<file path="src/rtl/button_cmd_encoder.sv">
// button_cmd_encoder: synchronises and debounces two push-buttons (arm,
// toggle), detects presses and issues single-cycle command codes on `a`
// for the downstream toggle machine. Toggle presses are only forwarded
// once the encoder has been armed; discarded toggles are counted.
module button_cmd_encoder #(
   parameter int DEBOUNCE_CYCLES = 4,
   parameter int CNT_W           = 3
) (
   input  logic       clk,
   input  logic       reset,
   input  logic       btn_arm,
   input  logic       btn_toggle,
   output logic [1:0] a,
   output logic       armed,
   output logic [3:0] drop_cnt
);

   // Index 0 carries the arm button, index 1 the toggle button.
   localparam int BTN_ARM    = 0;
   localparam int BTN_TOGGLE = 1;

   // Counter value at which one more mismatching cycle flips the level.
   localparam logic [CNT_W-1:0] CNT_LAST = CNT_W'(DEBOUNCE_CYCLES - 1);

   localparam logic [1:0] CMD_IDLE   = 2'b00;
   localparam logic [1:0] CMD_TOGGLE = 2'b01;
   localparam logic [1:0] CMD_ARM    = 2'b10;

   typedef enum logic {
      IDLE,
      ARMED
   } state_t;

   logic [1:0]       raw;
   logic [1:0]       sync1;
   logic [1:0]       sync2;
   logic [1:0]       db;
   logic [1:0]       db_q;
   logic [CNT_W-1:0] cnt [2];
   logic [1:0]       press;

   state_t           state;
   state_t           next_state;
   logic [1:0]       a_next;
   logic             drop_inc;

   assign raw = {btn_toggle, btn_arm};

   // Two-flop synchroniser per button; only sync2 is used downstream.
   always_ff @(posedge clk or negedge reset) begin
      if (!reset) begin
         sync1 <= 2'b00;
         sync2 <= 2'b00;
      end else begin
         sync1 <= raw;
         sync2 <= sync1;
      end
   end

   // Debounce: the level follows the synchronised input only after it has
   // disagreed for DEBOUNCE_CYCLES consecutive cycles; agreement clears it.
   always_ff @(posedge clk or negedge reset) begin
      if (!reset) begin
         db     <= 2'b00;
         cnt[0] <= '0;
         cnt[1] <= '0;
      end else begin
         for (int i = 0; i < 2; i++) begin
            if (sync2[i] == db[i]) begin
               cnt[i] <= '0;
            end else if (cnt[i] == CNT_LAST) begin
               db[i]  <= sync2[i];
               cnt[i] <= '0;
            end else begin
               cnt[i] <= cnt[i] + CNT_W'(1);
            end
         end
      end
   end

   // Delayed copy of the debounced levels for rising-edge detection.
   always_ff @(posedge clk or negedge reset) begin
      if (!reset) begin
         db_q <= 2'b00;
      end else begin
         db_q <= db;
      end
   end

   assign press = db & ~db_q;

   // FSM state register plus the registered outputs derived from it.
   always_ff @(posedge clk or negedge reset) begin
      if (!reset) begin
         state    <= IDLE;
         a        <= CMD_IDLE;
         armed    <= 1'b0;
         drop_cnt <= 4'd0;
      end else begin
         state <= next_state;
         a     <= a_next;
         armed <= (next_state == ARMED);
         if (drop_inc && (drop_cnt != 4'd15)) begin
            drop_cnt <= drop_cnt + 4'd1;
         end
      end
   end

   // Next-state and command decode; an arm press always beats a toggle
   // press in the same cycle, and that toggle is counted as dropped.
   always_comb begin
      next_state = state;
      a_next     = CMD_IDLE;
      drop_inc   = 1'b0;
      if (press[BTN_ARM]) begin
         a_next     = CMD_ARM;
         next_state = ARMED;
         drop_inc   = press[BTN_TOGGLE];
      end else if (press[BTN_TOGGLE]) begin
         if (state == ARMED) begin
            a_next = CMD_TOGGLE;
         end else begin
            drop_inc = 1'b1;
         end
      end
   end

endmodule

</file>
<file path="config.mk">
export PLATFORM = sky130hd
export DESIGN_NAME = button_cmd_encoder
export DESIGN_NICKNAME = d
export VERILOG_FILES = /design/src/rtl/button_cmd_encoder.sv
export SDC_FILE = /design/constraint.sdc
export NUM_CORES = 1
export LEC_CHECK = 0
export CAP_MARGIN = 20
export CORE_ASPECT_RATIO = 1.2
export CORE_UTILIZATION = 45
export DETAILED_ROUTE_END_ITERATION = 6
export PLACE_DENSITY = 0.77
export SYNTH_ARGS = -nofsm -noshare
export SYNTH_HDL_FRONTEND = slang
export SYNTH_SLANG_ARGS = --single-unit
</file>
<file path="constraint.sdc">
create_clock -name clk -period 1.7 [get_ports clk]
set_input_delay 0.51 -clock clk [delete_from_list [all_inputs] [get_ports clk]]
set_output_delay 0.51 -clock clk [all_outputs]
set_load 0.005 [all_outputs]
</file>
==> results.sh, run 1 <==
export IMPL_status="finished, final reports clean"
export IMPL_ctsHoldBuffers=0
export IMPL_rsz0062_at_grt="false"
export IMPL_ir_drop_v=0.000746
export IMPL_via_per_inst=5.07
export IMPL_clock_fmax_mhz=612
export IMPL_switching_share_pct=29.4
export IMPL_synth_top_area_share_pct=68.5
export IMPL_die_area_mm2=0.00187
export IMPL_die_w_um=39.7
export IMPL_hold_violations=0
export IMPL_clkPwrFrac_pct=16.1
export IMPL_grt_overflow_total=0
export IMPL_core_mm2=0.00152
export IMPL_cp_num_cells=1
export IMPL_hold_class="reg -> reg"
export IMPL_multi_input_area_um2=234
export IMPL_finalClockSkew_ns=0.0101
export IMPL_synth_cells=51
export IMPL_seq_area_frac_synth_pct=68.5
export IMPL_regArea_um2=526
export IMPL_power_leakage_nw=0.473
export IMPL_place_congestion=0.618
export IMPL_intPower_mw=1.02
export IMPL_cts_root_buf="clkbuf_4"
export IMPL_place_area_um2=918
export IMPL_arrival_ns=1.12
export IMPL_drive_gt1_share_pct=20.8
export IMPL_crit_end="a[0]"
export IMPL_syn_nets=58
export IMPL_routed_wirelength_mm=1.04
export IMPL_setup_viol=0
export IMPL_yosys_top_cells_count="21 x dfrtp_1, 4 x nor3b_1, 4 x xnor2_1"
export IMPL_yosysMostFrequentCell="dfrtp_1"
export IMPL_max_cap_violations=0
export IMPL_synth_cell_types=16
export IMPL_worstMarginPinSlew_ns=0.372
export IMPL_ys_flop_type="dfrtp_1"
export IMPL_reg2reg_to="drop_cnt[1]"
export IMPL_worstPathCellList="clkdlybuf4s50_1"
export IMPL_io_buffers=10
export IMPL_antenna_cells=0
export IMPL_cts_buffer_depth=2
export IMPL_critPathKind="reg -> out"
export IMPL_initial_core_util_pct=50.5
export IMPL_crit_path_end_kind="primary output"
export IMPL_synth_seq_cells=21
export IMPL_finalCritPeriodShare_pct=96.0
export IMPL_yosys_top_cells_area="dfrtp_1 69%, ha_1 4.9%, xnor2_1 4.6%"
export IMPL_synth_edff_count=0
export IMPL_p_sw_uw=426
export IMPL_clk_insertion_delay_late_ns=0.30
export IMPL_muxShareOfSynthArea_pct=2.94
export IMPL_vias=451
export IMPL_yosysWarningCount=0
export IMPL_instances_no_fill=89
export IMPL_seqPwrFrac_pct=50.8
export IMPL_grt_pass1_wl_mm=1.86
export IMPL_crit_slowest_cell="clkdlybuf4s50_1"
export IMPL_cp_startpoint="a[0]"
export IMPL_cts_tree="built"
export IMPL_row_count=15
export IMPL_yosys_area_share_simple_pct=12.7
export IMPL_track_usage_pct=15.3
export IMPL_die_height_um=47.2
export IMPL_fin_crit_ns=1.63
export IMPL_netlist_area_um2=767
export IMPL_reg2reg_from="drop_cnt[0]"
export IMPL_async_reset_ff_share_pct=100
export IMPL_drc_errors=0
export IMPL_htreeDepth=1
export IMPL_clkTransAtPathRegs_ns=0.10
export IMPL_yosys_area_top_type="dfrtp_1"
export IMPL_antenna_found_initial=0
export IMPL_synth_fa_ha_area_share_pct=4.89
export IMPL_wl_per_cell_um=11.7
export IMPL_grt_max_degree=22
export IMPL_required_ns=1.19
export IMPL_crit_fanout=1
export IMPL_grt_pass1_vias=464
export IMPL_crit_family="buffers and inverters"
export IMPL_relSlewSlack_pct=75.2
export IMPL_slew_violations=0
export IMPL_synth_xor_area_share_pct=5.71
export IMPL_powerDensity_mw_per_mm2=1490
export IMPL_reg2reg_depth=4
export IMPL_ff2ff_setup_slack_ns=0.10
export IMPL_io_pins=11
export IMPL_synth_top_family_by_area="simple AND/OR/NAND/NOR gates"
export IMPL_placed_cells=82
export IMPL_crit_buf_inv=1
export IMPL_synth_avg_cell_area_um2=15.0
export IMPL_drt_iter0_drc=2
export IMPL_p_comb_share_pct=33.1
export IMPL_crit_path_start_kind="flop"
export IMPL_cts_sinks=21
export IMPL_fin_nets=80
export IMPL_firstDrtPassIters=3
export IMPL_ant_nets=0
export IMPL_fillers=124
export IMPL_stdcell_area_um2=970
export IMPL_cts_buffers_inserted=3
export IMPL_synth_compound_area_share_pct=4.24
export IMPL_slowest_delay_ns=0.49
export IMPL_area_growth_pct=26.4
==> layout by cell type (no fill, tap or decap), drive strengths merged, types with 2 or more instances in the layout <==
master	n
buf	7
clkbuf	3
clkdlybuf4s50	5
dfrtp	21
dlygate4sd2	3
dlymetal6s2s	2
ha	3
inv	2
mux2	2
nand2	3
nor2b	2
nor3	3
nor3b	4
xnor2	4
==> worst register-to-register path, delay by kind of cell (launching register included) <==
family,cells,cell delay (ns)
compound gates,1,0.30
mux,1,0.38
flops,1,0.40
fa+ha+maj,1,0.21
simple gates,1,0.21
==> power by group through the flow <==
stage | clock network [mW] | registers [mW] | logic (mW)
2_1_floorplan | 0 | 0.759 | 0.229
3_3_place_gp | 0 | 0.750 | 0.460
3_5_place_dp | 0 | 0.761 | 0.472
4_1_cts | 0.242 | 0.740 | 0.493
5_1_grt | 0.263 | 0.758 | 0.544
6_report | 0.234 | 0.736 | 0.479
==> worst min-delay path by stage <==
| stage | from | endpoint | slack [ns] | cells past startpoint |
|---|---|---|---|---|
| floorplan | reset | a[0] | 0.21 | 0 |
| global placement | sync1[0] | sync2[0] | 0.33 | 0 |
| detailed placement | sync1[0] | sync2[0] | 0.34 | 0 |
| CTS | sync1[0] | sync2[0] | 0.36 | 0 |
| global route | sync1[0] | sync2[0] | 0.37 | 0 |
| finish | sync1[0] | sync2[0] | 0.36 | 0 |
==> registers in the layout, indices dropped and copies added (netlist names) <==
signal,flops
db_q,2
state,1
a,2
sync1,2
sync2,2
cnt,6
drop_cnt,4
db,2
==> kinds of logic after synthesis <==
kind of cell | Yosys count
buf+inv | 2
xor+xnor | 5
fa+ha+maj | 3
simple gates | 16
compound gates | 2
flops | 21
mux | 2
==> routing by layer <==
metal / vias to the layer above / global-route usage (%) / wire length (um)
met3: 4 / 4.27 / 32
li1: 217 / - / -
met1: 221 / 17.7 / 479
met4: 0 / 10.3 / 25
met2: 9 / 24.3 / 507
met5: - / 0 / 0
==> per-stage QoR <==
stage | total power [mW] | TNS (ns) | util [%] | worst slack (ns) | hold slack, ns
after floorplan | 0.988 | 0 | - | 0.000637 | 0.214
after global routing | 1.57 | 0 | 63.8 | 0.00224 | 0.374
after global placement | 1.21 | 0 | 60.4 | 0.0585 | 0.334
after CTS | 1.47 | 0 | 63.5 | 0.00644 | 0.361
after detailed placement | 1.23 | -0.0122 | 60.4 | -0.0122 | 0.336
final | 1.45 | 0 | 63.8 | 0.0672 | 0.358
==> layout make-up <==
type / instances / area share, %
flip-flops and latches: 21 / 54.2
well taps: 17 / 2.19
repair buffers: 17 / 15.9
clock buffers: 3 / 2.32
multi-input cells: 28 / 24.1
clock inverters: 1 / 0.516
inverters: 2 / 0.774
==> what timing repair did <==
| item | in CTS | in global routing |
|---|---|---|
| pin swaps | 1 | 0 |
| setup buffers | 3 | 0 |
| resized for setup | 3 | 2 |
| endpoints found under the setup margin | 6 | 2 |
Power figures use the tool's default switching activity.
==> inputs of run 2 (changes only) <==
--- a/config.mk
+++ b/config.mk
@@ -9,6 +9,7 @@
 export CORE_ASPECT_RATIO = 1.2
 export CORE_UTILIZATION = 45
 export DETAILED_ROUTE_END_ITERATION = 6
+export HOLD_SLACK_MARGIN = 0.06
 export PLACE_DENSITY = 0.77
 export SYNTH_ARGS = -nofsm -noshare
 export SYNTH_HDL_FRONTEND = slang
==> results of run 2 <==
Final layout, timing and power as in run 1 (identical DEF).
